<file path="src/rtl/mult_arb_pkg.sv">
// Shared types and constants for the multiplier-sharing arbiter.
// Build option: define MULT_ARB_ZERO_BYPASS_EN to skip CALC when an operand is zero.
package mult_arb_pkg;

   localparam int MULT_ARB_NREQ_MIN = 2;
   localparam int MULT_ARB_NREQ_MAX = 4;

   typedef enum logic [1:0] {
      ST_IDLE = 2'd0,
      ST_CALC = 2'd1,
      ST_DONE = 2'd2
   } mult_arb_state_e;

   // Bits needed to encode values 0..value-1; at least 1 for value <= 2.
   function automatic int clog2(input int value);
      int w;
      w = 1;
      for (int i = 1; i < 31; i++) begin
         if ((1 << i) < value) w = i + 1;
      end
      return w;
   endfunction

endpackage

</file>
<file path="src/rtl/mult_share_arbiter_mul.sv">
// Combinational unsigned N x N multiplier with a full 2N-bit product.
module mult_comb #(
   parameter int N = 4
) (
   input  logic [N-1:0]   i_a,
   input  logic [N-1:0]   i_b,
   output logic [2*N-1:0] o_p
);

   assign o_p = {{N{1'b0}}, i_a} * {{N{1'b0}}, i_b};

endmodule

</file>
<file path="src/rtl/mult_share_arbiter_rr_picker.sv">
// Combinational round-robin picker: first valid requester at or above the
// pointer, with wrap-around. Reusable by other shared-datapath arbiters.
module rr_picker #(
   parameter int NREQ = 2,
   parameter int IDW  = 1
) (
   input  logic [NREQ-1:0] i_valid,
   input  logic [IDW-1:0]  i_ptr,
   output logic [NREQ-1:0] o_grant,
   output logic [IDW-1:0]  o_idx
);

   logic w_found;

   always_comb begin
      o_grant = '0;
      o_idx   = '0;
      w_found = 1'b0;
      // Outer loop walks distance from the pointer, so the nearest valid wins.
      for (int k = 0; k < NREQ; k++) begin
         for (int j = 0; j < NREQ; j++) begin
            if (!w_found && i_valid[j] &&
                ((int'(i_ptr) + k == j) || (int'(i_ptr) + k == j + NREQ))) begin
               w_found    = 1'b1;
               o_grant[j] = 1'b1;
               o_idx      = IDW'(j);
            end
         end
      end
   end

endmodule

</file>
<file path="src/rtl/mult_share_arbiter.sv">
// Round-robin sharing of one multiplier among NREQ requesters, one op in flight.
// Build option: MULT_ARB_ZERO_BYPASS_EN sends zero-operand requests straight to DONE.
module mult_share_arbiter
   import mult_arb_pkg::*;
#(
   parameter int N    = 4,
   parameter int NREQ = 2
) (
   input  logic                     clk,
   input  logic                     rst_n,
   input  logic [NREQ-1:0]          req_valid,
   output logic [NREQ-1:0]          req_ready,
   input  logic [NREQ*N-1:0]        req_a,
   input  logic [NREQ*N-1:0]        req_b,
   output logic                     rsp_valid,
   input  logic                     rsp_ready,
   output logic [2*N-1:0]           rsp_p,
   output logic [clog2(NREQ)-1:0]   rsp_id,
   output logic [1:0]               dbg_state,
   output logic [clog2(NREQ)-1:0]   dbg_rr_ptr
);

   localparam int IDW = clog2(NREQ);

   if (NREQ < MULT_ARB_NREQ_MIN || NREQ > MULT_ARB_NREQ_MAX) begin : g_bad_nreq
      $error("mult_share_arbiter: NREQ out of range");
   end

   mult_arb_state_e r_state;
   logic [IDW-1:0]  r_rr_ptr;
   logic [IDW-1:0]  r_id;
   logic [N-1:0]    r_op_a;
   logic [N-1:0]    r_op_b;
   logic [2*N-1:0]  r_prod;

   logic [NREQ-1:0] w_valid_idle;
   logic [NREQ-1:0] w_grant;
   logic [IDW-1:0]  w_idx;
   logic            w_accept;
   logic [N-1:0]    w_a_sel;
   logic [N-1:0]    w_b_sel;
   logic [2*N-1:0]  w_prod;

   // Handshake: a transfer happens on an edge where valid && ready are both high.
   assign w_valid_idle = (r_state == ST_IDLE) ? req_valid : '0;

   rr_picker #(.NREQ(NREQ), .IDW(IDW)) u_picker (
      .i_valid (w_valid_idle),
      .i_ptr   (r_rr_ptr),
      .o_grant (w_grant),
      .o_idx   (w_idx)
   );

   assign w_accept  = |w_grant;
   assign req_ready = rst_n ? w_grant : '0;

   always_comb begin
      w_a_sel = '0;
      w_b_sel = '0;
      for (int i = 0; i < NREQ; i++) begin
         if (w_grant[i]) begin
            w_a_sel = req_a[i*N +: N];
            w_b_sel = req_b[i*N +: N];
         end
      end
   end

   // Multiplier sees only the registered operands, never the request bus.
   mult_comb #(.N(N)) u_mul (
      .i_a (r_op_a),
      .i_b (r_op_b),
      .o_p (w_prod)
   );

   always_ff @(posedge clk or negedge rst_n) begin
      if (!rst_n) begin
         r_state  <= ST_IDLE;
         r_rr_ptr <= '0;
         r_id     <= '0;
         r_op_a   <= '0;
         r_op_b   <= '0;
         r_prod   <= '0;
      end else begin
         case (r_state)
            ST_IDLE: begin
               if (w_accept) begin
                  r_op_a   <= w_a_sel;
                  r_op_b   <= w_b_sel;
                  r_id     <= w_idx;
                  r_rr_ptr <= (w_idx == IDW'(NREQ - 1)) ? '0 : w_idx + 1'b1;
`ifdef MULT_ARB_ZERO_BYPASS_EN
                  if (w_a_sel == '0 || w_b_sel == '0) begin
                     r_prod  <= '0;
                     r_state <= ST_DONE;
                  end else begin
                     r_state <= ST_CALC;
                  end
`else
                  r_state  <= ST_CALC;
`endif
               end
            end
            ST_CALC: begin
               r_prod  <= w_prod;
               r_state <= ST_DONE;
            end
            ST_DONE: begin
               if (rsp_ready) r_state <= ST_IDLE;
            end
            default: r_state <= ST_IDLE;
         endcase
      end
   end

   assign rsp_valid  = (r_state == ST_DONE);
   assign rsp_p      = r_prod;
   assign rsp_id     = r_id;
   assign dbg_state  = r_state;
   assign dbg_rr_ptr = r_rr_ptr;

endmodule

</file>
<file path="config.mk">
export PLATFORM = sky130hd
export DESIGN_NAME = mult_share_arbiter
export DESIGN_NICKNAME = d
export VERILOG_FILES = /design/src/rtl/mult_arb_pkg.sv /design/src/rtl/mult_share_arbiter_mul.sv /design/src/rtl/mult_share_arbiter_rr_picker.sv /design/src/rtl/mult_share_arbiter.sv
export SDC_FILE = /design/constraint.sdc
export NUM_CORES = 1
export LEC_CHECK = 0
export ABC_AREA = 1
export BUFFER_PORTS_ARGS = -buffer_cell sky130_fd_sc_hd__buf_2
export CORE_MARGIN = 2
export CORE_UTILIZATION = 45
export DETAILED_ROUTE_END_ITERATION = 16
export PLACE_DENSITY = 0.7
export SYNTH_ARGS = -nofsm -noshare
export SYNTH_HDL_FRONTEND = slang
export SYNTH_SLANG_ARGS = --single-unit
</file>
<file path="constraint.sdc">
create_clock -name clk -period 4.35 [get_ports clk]
set_input_delay 0.435 -clock clk [delete_from_list [all_inputs] [get_ports clk]]
set_output_delay 0.435 -clock clk [all_outputs]
set_load 0.02 [all_outputs]
</file>
==> impl_metrics.tcl, run 1 <==
set metrics [dict create \
    drv_slew 0 \
    slew_headroom_pct 70.39 \
    finalClockSkew_ns 0.001809 \
    cts_made_buffers 3 \
    die-height_um 58.47 \
    die_area_sq_um 3418 \
    p_per_area_nw_per_um2 703.9 \
    fmax_ghz 0.3946 \
    syn_area_per_cell_sq_um 7.853 \
    worst_slack_ns 1.816 \
    ctsResizeCount 0 \
    fill_cells 258 \
    drive_gt1_share_pct 22.60 \
    crit_path_top_delay_cell "fa_1" \
    ys_seq_area_share_pct 37.49 \
    report.final.hold_viol_count 0 \
    cts_setup_buffers 0 \
    wire_per_inst_um 10.23 \
    cp_max_fo 5 \
    post-place-ws_ns 1.811 \
    cts_buffer_depth 2 \
    grt_first_pass_wirelength_um 4554 \
    leakagePower_uw 0.0009782 \
    finalNetCount 246 \
    syn2layout_area_growth_pct 17.90 \
    die-width_um 58.47 \
    vias_per_cell 4.770 \
    cp.arrival_ns 2.77 \
    cts_tree "done" \
    vias 1140 \
    synth_seq_cells 20 \
    crit_type "reg2reg" \
    holdCritPathClass "in2async" \
    path_cells "nand2_1 > fa_1 > fa_1 > fa_1 > inv_1 > nand3_1 > nand2_1 > nand2_1 > a31oi_1" \
    drt-total-wl_um 2444 \
    synth_nets 207 \
    drtIter0Drc 19 \
    drt-pass1-iter-count 4 \
    grt_start_max_net_pins 22 \
    worstPathRequired_ns 4.59 \
    clock_latency_ns 0.31 \
    drc 0 \
    clk_transition_reported_paths_ns 0.11 \
    synth.distinct_cells 21 \
    tns_ns 0 \
    yosys_warnings 0 \
    std_cell_rows 19 \
    cts_sinks 20 \
    timing.final.crit_period_ns 2.534 \
    antenna_found_initial 0 \
    start_util_pct 48.00 \
    clockRootBuffer "clkbuf_4" \
    maxCapViolations 0 \
    final_antenna_net_count 0 \
    grt_pass1_vias 1105 \
    portBuffers 35 \
    end_kind "flip-flop" \
    h-tree-depth 1 \
    crit_path_start_kind "flip-flop" \
    gp_congestion 0.7780 \
    hpwl_um 2015 \
    ir_worst_vdd_v 0.0003721 \
    outcome "complete, no violations" \
    fin_crit_sh_pct 58.25 \
    worst_pin_slew_ns 0.4442 \
    gr-total-overflow 0 \
    grtUsageTotal_pct 17.00 \
    antenna_cells 0 \
    rsz0062_at_grt "no" \
    cpPeakStageDelay_ns 0.54 \
    syn_inst 170 \
    synth_area_sq_um 1335 \
    io_pins 36 \
    core-area_sq_um 2781 \
    holdBufCountCts 0 \
    finalSetupViolCount 0 \
]
-- power breakdown --
group          internal, uW  switching [uW]  leakage, uW  total, uW
sequential              271            83.6     0.000249        354
combinational           244             399     0.000708        643
clock                  51.2            59.3    0.0000210        110
total                   566             542     0.000978       1110
-- per-stage QoR --
stage	power, uW	instance area (sq um)	utilization [%]	cells	hold WS, ns
5_1_grt	1251	1574	56.59	239	0.08566
2_1_floorplan	846.0	1335	-	170	0.1394
4_1_cts	1125	1574	56.59	239	0.06556
3_5_place_dp	1005	1538	55.29	235	0.4181
3_3_place_gp	990.0	1538	55.29	235	0.4146
6_report	1108	1574	56.59	239	0.04804
-- metal layers --
layer	vias up	wire, um	GRT usage, %
met5	-	0	0
met4	0	48	7.973
met3	5	136	1.978
met2	32	1132	28.73
met1	499	1127	21.66
li1	604	-	-
-- cell usage in the layout, fill, tap and decap left out, drive strengths merged --
cell type / netlist / layout
nor2: 7 / 7
o21ai: 6 / 6
ha: 12 / 12
buf: 1 / 35
a21oi: 3 / 3
nand2: 59 / 59
clkbuf: 0 / 4
inv: 31 / 31
nand3b: 1 / 1
fa: 4 / 4
dfrtp: 20 / 20
nand3: 24 / 24
a31oi: 1 / 1
nor3b: 1 / 1
-- worst paths after layout --
| check | cells past startpoint | slack [ns] | from | endpoint |
|---|---|---|---|---|
| max in group asynchronous | 1 | 3.99 | rst_n | r_op_a[1] |
| setup reg to reg | 9 | 1.82 | r_op_b[3] | rsp_p[6] |
| hold reg to reg | 2 | 0.48 | rsp_p[2] | rsp_p[2] |
| min in group clk | 2 | 0.31 | rsp_ready | dbg_state[1] |
| setup / recovery | 9 | 1.82 | r_op_b[3] | rsp_p[6] |
| hold / removal | 1 | 0.05 | rst_n | rsp_p[6] |
-- kinds of logic (layout without fill, tap and decap cells) --
kind of cell,count (synthesis),in the layout,share of synthesized area [%]
DFF,20,20,37.49
buffers and inverters,32,70,9.747
AOI/OAI and AO/OA,10,10,4.124
adders and majority gates,16,16,17.24
and+or+nand+nor,92,92,31.40
-- critical path, delay by kind of cell (launching register included) --
kind / cells / cell delay (ns)
flip-flops: 1 / 0.42
AO/OA/AOI/OAI: 1 / 0.12
buffers and inverters: 1 / 0.08
adder cells (fa/ha/maj): 3 / 1.51
AND/OR/NAND/NOR: 4 / 0.33
-- area by class of cell --
class / instances / area (sq um) / share of cell area, %
repair buffers: 35 / 175.2 / 11.13
multi-input cells: 118 / 704.4 / 44.75
inverters: 31 / 118.9 / 7.552
flip-flops and latches: 20 / 500.5 / 31.80
clock buffers: 4 / 36.28 / 2.305
well taps: 31 / 38.79 / 2.464
-- sequential cells by signal, indices dropped and copies added, names as in the netlist --
| register | cells |
|---|---|
| rsp_id | 1 |
| rsp_p | 8 |
| r_op_b | 4 |
| dbg_state | 2 |
| dbg_rr_ptr | 1 |
| r_op_a | 4 |
-- synthesized netlist by cell type, drive strengths merged --
cell     n  area, sq um
nand3   24        132.6
a31oi    1        6.260
o21ai    6        33.78
nor2     7        36.29
fa       4        80.08
nor3b    1        18.77
a21oi    3        15.01
inv     31        118.9
nand2   59        224.0
buf      1        11.26
ha      12        150.1
nand3b   1        7.510
dfrtp   20        500.5
No activity file was read; power rests on OpenSTA's default activity.
==> run 2: changes to the inputs <==
==> constraint.sdc (replaced) <==
create_clock -name clk -period 2.6 [get_ports clk]
set_input_delay 0.26 -clock clk [delete_from_list [all_inputs] [get_ports clk]]
set_output_delay 0.26 -clock clk [all_outputs]
set_load 0.02 [all_outputs]
==> impl_metrics.tcl, run 2 (synthesis gave the netlist of run 1 again) <==
set metrics [dict create \
    hpwl_um 2090 \
    drive_gt1_share_pct 26.51 \
    antenna_found_initial 0 \
    gp_congestion 0.7568 \
    h-tree-depth 1 \
    final_antenna_net_count 0 \
    crit_type "reg2reg" \
    end_kind "flip-flop" \
    die_area_sq_um 3418 \
    multi_input_area_sq_um 714.4 \
    drc 0 \
    cts_buffer_depth 2 \
    final_common_cell "nand2_1" \
    die-width_um 58.47 \
    largest_register_ffs 8 \
    syn2layout_area_growth_pct 22.87 \
    outcome "complete, no violations" \
    drv_slew 0 \
    cp.arrival_ns 2.66 \
    holdCritPathClass "in2reg" \
    clk_transition_reported_paths_ns 0.12 \
    finalClockSkew_ns 0.003950 \
    path_cells "nand2_2 > fa_1 > fa_1 > inv_1 > ha_1 > nand2_1 > nand2_1 > a21oi_1 > nand3b_1 > nand2_1" \
    drtIter0Drc 18 \
    io_pins 36 \
    worst_pin_slew_ns 0.4701 \
    fin_crit_sh_pct 93.99 \
    crit_path_top_delay_cell "fa_1" \
    tns_ns 0 \
    fin_cells 246 \
    portBuffers 35 \
    grt_first_pass_wirelength_um 4892 \
    report.final.hold_viol_count 0 \
    cp_max_fo 5 \
    slew_headroom_pct 68.66 \
    cts_tree "done" \
    layout_common_cells "57 x nand2_1, 35 x buf_2, 29 x inv_1" \
    regArea_sq_um 501.7 \
    drt-total-wl_um 2573 \
    fmax_ghz 0.4092 \
    timing.final.crit_period_ns 2.444 \
    cpPeakStageDelay_ns 0.56 \
    crit_top_cell "nand2_1" \
    p_per_area_nw_per_um2 1186 \
    clockRootBuffer "clkbuf_4" \
    vias 1214 \
    vias_per_cell 4.935 \
    wire_per_inst_um 10.46 \
    cp-startpoint "r_op_b[1]" \
    std_cell_rows 19 \
    clock_latency_ns 0.31 \
    drt-pass1-iter-count 4 \
    finalSetupViolCount 0 \
    crit_path_start_kind "flip-flop" \
    finalNetCount 253 \
    cts_made_buffers 3 \
    finish.utilization_pct 58.97 \
    ir_worst_vdd_v 0.0007531 \
    gr-total-overflow 0 \
    leakagePower_uw 0.001012 \
    maxCapViolations 0 \
    r2r-start "r_op_b[1]" \
    ff2ff_setup_slack_ns 0.16 \
    grt_pass1_vias 1210 \
    core-area_sq_um 2781 \
    hp-start "rsp_ready" \
    start_util_pct 48.00 \
    grt_start_max_net_pins 22 \
    die-height_um 58.47 \
    worstPathRequired_ns 2.81 \
    grtUsageTotal_pct 18.12 \
    antenna_cells 0 \
    dp.cells 238 \
    cts_sinks 20 \
    fill_cells 260 \
]
-- run 2: cell type report --
| class | instances | share of cell area [%] |
|---|---|---|
| clock buffers | 4 | 2.212 |
| inverters | 31 | 7.246 |
| multi-input cells | 118 | 43.55 |
| flip-flops and latches | 20 | 30.59 |
| well taps | 31 | 2.365 |
| repair buffers | 42 | 14.04 |
-- run 2: worst paths after layout --
| path | to | cells past startpoint |
|---|---|---|
| setup / recovery | rsp_p[5] | 10 |
| max in group asynchronous | r_op_b[1] | 2 |
| hold reg to reg | rsp_p[1] | 2 |
| hold / removal | dbg_state[1] | 2 |
| setup reg to reg | rsp_p[5] | 10 |
| min in group asynchronous | rsp_p[7] | 2 |
-- run 2: metrics by stage --
step / cell area (sq um) / hold WS (ns) / worst slack, ns / power [uW]
finish: 1640 / 0.1299 / 0.1563 / 1946
global route: 1640 / 0.1587 / -0.006647 / 2187
CTS: 1607 / 0.1292 / 0.03772 / 1922
detailed placement: 1560 / 0.2440 / 0.05880 / 1726
global placement: 1560 / 0.2397 / 0.1549 / 1697
floorplan: 1335 / -0.03559 / 0.2195 / 1415
-- run 2: timing repair --
action	CTS	global route
endpoints found under the hold margin	20	0
gates resized for setup	0	4
setup buffers	0	3
endpoints found under the setup margin	0	3
hold buffers	1	0
-- run 2: power breakdown --
part | switching [uW] | internal (uW) | total (uW)
registers | 124 | 454 | 578
logic | 716 | 463 | 1180
clock network | 103 | 85.5 | 189
-- run 2: routing by layer --
metal  GRT usage, %  wire [um]  share of wire (%)  vias up
li1               -          -                  -      619
met1          22.82       1199                 47      561
met2          32.26       1221                 47       30
met3          3.297        131                5.1        4
met4          3.987         20               0.78        0
met5              0          0                  0        -
-- run 2: worst max-delay path, delay by kind of cell (launching register included) --
kind / cells / cell delay, ns
adder cells (fa/ha/maj): 3 / 1.33
flip-flops: 1 / 0.43
AND/OR/NAND/NOR: 5 / 0.41
AO/OA/AOI/OAI: 1 / 0.13
buffers and inverters: 1 / 0.06
==> run 3: changes to the inputs <==
--- a/config.mk
+++ b/config.mk
@@ -5,12 +5,12 @@
 export SDC_FILE = /design/constraint.sdc
 export NUM_CORES = 1
 export LEC_CHECK = 0
-export ABC_AREA = 1
 export BUFFER_PORTS_ARGS = -buffer_cell sky130_fd_sc_hd__buf_2
 export CORE_MARGIN = 2
 export CORE_UTILIZATION = 45
 export DETAILED_ROUTE_END_ITERATION = 16
-export PLACE_DENSITY = 0.7
+export PLACE_DENSITY = 0.69
 export SYNTH_ARGS = -nofsm -noshare
 export SYNTH_HDL_FRONTEND = slang
+export SYNTH_HIERARCHICAL = 1
 export SYNTH_SLANG_ARGS = --single-unit
==> impl_metrics.tcl, run 3 <==
set metrics [dict create \
    outcome "complete, but fails checks" \
    failed_checks "negative setup slack" \
    cts_tree "done" \
    finalNetCount 230 \
    crit_buf_inv 1 \
    syn2layout_area_growth_pct 32.93 \
    wl_met2_um 1666 \
    wire_per_inst_um 13.14 \
    h-tree-depth 1 \
    maxCapViolations 0 \
    gr-total-overflow 0 \
    final_common_cell "buf_2" \
    fin_crit_sh_pct 108.9 \
    clock_latency_ns 0.30 \
    grtUsageTotal_pct 18.71 \
    die_area_sq_um 3651 \
    synthTopCellsByCount "20 x dfrtp_1, 17 x and2_1, 12 x ha_1, 9 x o21ai_0" \
    cp_max_fo 2 \
    ys_async_sr_fraction_pct 100.0 \
    cp.arrival_ns 3.03 \
    top_layer_used "met4" \
    antenna_found_initial 0 \
    synth.distinct_cells 33 \
    dp.cells 230 \
    path_cells "nand2_2 > fa_1 > inv_2 > fa_2 > ha_4 > a211oi_4 > nor3_2 > or3b_1 > mux2_2" \
    syn_area_per_cell_sq_um 10.61 \
    finalClockSkew_ns 0.008369 \
    regArea_sq_um 500.5 \
    die-width_um 60.43 \
    cts_made_buffers 3 \
    drtIter0Drc 23 \
    start_util_pct 46.93 \
    drt-pass1-iter-count 3 \
    ys_seq_area_share_pct 34.93 \
    cts_sinks 20 \
    largest_register_ffs 8 \
    dr_wl_met3_um 113 \
    worst_pin_slew_ns 0.5341 \
    synth_seq_cells 20 \
    multi_input_area_sq_um 943.4 \
    synth_flop_cell "dfrtp_1" \
    crit_type "reg2reg" \
    yosysMostFrequentCell "dfrtp_1" \
    holdCritPathClass "in2reg" \
    cts_buffer_depth 2 \
    drt-total-wl_um 3102 \
    yosysTopAreaCellShare_pct 34.93 \
    drc 0 \
    drv_slew 0 \
    drt-met1-wl_um 1297 \
    syn_inst 135 \
    synth_top_cells_by_area "dfrtp_1 35%, ha_1 10%, and2_1 7.4%" \
    vias_per_cell 5.136 \
    antenna_cells 0 \
    fmax_ghz 0.3532 \
    post_dp_cell_area_sq_um 1787 \
    report.final.hold_viol_count 0 \
    gp_congestion 0.8447 \
    std_cell_rows 20 \
    hpwl_um 2505 \
    slew_headroom_pct 64.24 \
    final_antenna_net_count 0 \
    synth_nets 172 \
    drive_gt1_share_pct 45.31 \
    finalSetupViolCount 4 \
    die-height_um 60.43 \
    fill_cells 268 \
    end_kind "flip-flop" \
    timing.final.crit_period_ns 2.831 \
    layout_common_cells "35 x buf_2, 21 x buf_4, 20 x dfrtp_1" \
    cp_top_family "adder cells" \
    worstPathRequired_ns 2.80 \
    rsz0062_at_grt "yes" \
    grt_pass1_vias 1168 \
    worst_slack_ns -0.2312 \
    stdcell_area_sq_um 1904 \
    portBuffers 35 \
    crit_path_start_kind "flip-flop" \
    synth_edf_count 0 \
    clockRootBuffer "clkbuf_4" \
    vias 1212 \
    io_pins 36 \
    fin_cells 236 \
    grt_start_max_net_pins 23 \
    grt_first_pass_wirelength_um 5050 \
    netlist.top_cell.by_area "dfrtp_1" \
    synth_area_sq_um 1433 \
    post-place-ws_ns -0.2950 \
    cpPeakStageDelay_ns 0.55 \
    core-area_sq_um 3053 \
    crit_path_top_delay_cell "fa_1" \
    clk_transition_reported_paths_ns 0.12 \
    yosys_warnings 6 \
]
## run 3: cell count changes in the layout (fill, tap and decap cells not counted), sizes merged, moves of 8 or more
cell | before | now
buf | 41 | 56
nand2 | 59 | 3
mux2 | 0 | 9
nor2b | 0 | 8
inv | 31 | 7
a22oi | 0 | 8
and2 | 0 | 17
nand3 | 24 | 0
## run 3: cell type report
| cell class | instances | area share (%) |
|---|---|---|
| inverter | 7 | 1.380 |
| multi-input combinational | 104 | 49.54 |
| clock buffer | 4 | 1.905 |
| sequential | 20 | 26.28 |
| timing repair buffer | 57 | 18.00 |
| tap | 44 | 2.891 |
## run 3: through the flow
step | setup TNS, ns | hold WS (ns) | util (%)
after floorplan | -0.3668 | -0.03559 | -
after global placement | -0.4437 | 0.2373 | 58.52
after detailed placement | -0.7431 | 0.2432 | 58.52
after CTS | -0.5547 | 0.1283 | 61.02
after global routing | -0.9121 | 0.1496 | 62.38
final | -0.5296 | 0.1400 | 62.38
## run 3: what timing repair did
action                                  CTS  global route
setup buffers                             0             1
hold endpoints to repair                 20             0
endpoints found under the setup margin    4             5
pin swaps                                 6             8
resized for setup                         5             8
hold buffers                              1             0
## run 3: logic make-up (layout without fill, tap and decap cells)
group,after synthesis,after routing,share of synthesized area [%]
mux,10,10,8.035
compound gates,36,36,17.64
fa+ha+maj,16,16,16.07
flops,20,20,34.93
buf+inv,11,68,3.668
xor+xnor,3,3,1.834
simple gates,39,39,17.82
## run 3: path summary, 6_finish.rpt
check	from	endpoint	slack (ns)	cells after the start
setup / recovery	r_op_a[2]	rsp_p[7]	-0.23	9
max in group asynchronous	rst_n	r_op_a[3]	1.92	3
setup reg to reg	r_op_a[2]	rsp_p[7]	-0.23	9
hold / removal	rsp_ready	dbg_state[1]	0.14	2
hold reg to reg	rsp_p[0]	rsp_p[0]	0.51	1
min in group asynchronous	rst_n	rsp_p[3]	0.45	3
## run 3: per-layer routing
| layer | GRT usage, % | up-vias |
|---|---|---|
| li1 | - | 600 |
| met1 | 21.49 | 578 |
| met2 | 35.40 | 30 |
| met3 | 3.412 | 4 |
| met4 | 5.280 | 0 |
| met5 | 0 | - |
Power of run 3 is not shown: default switching activity piles up to over one toggle a cycle in this logic, so the estimate is an artifact.
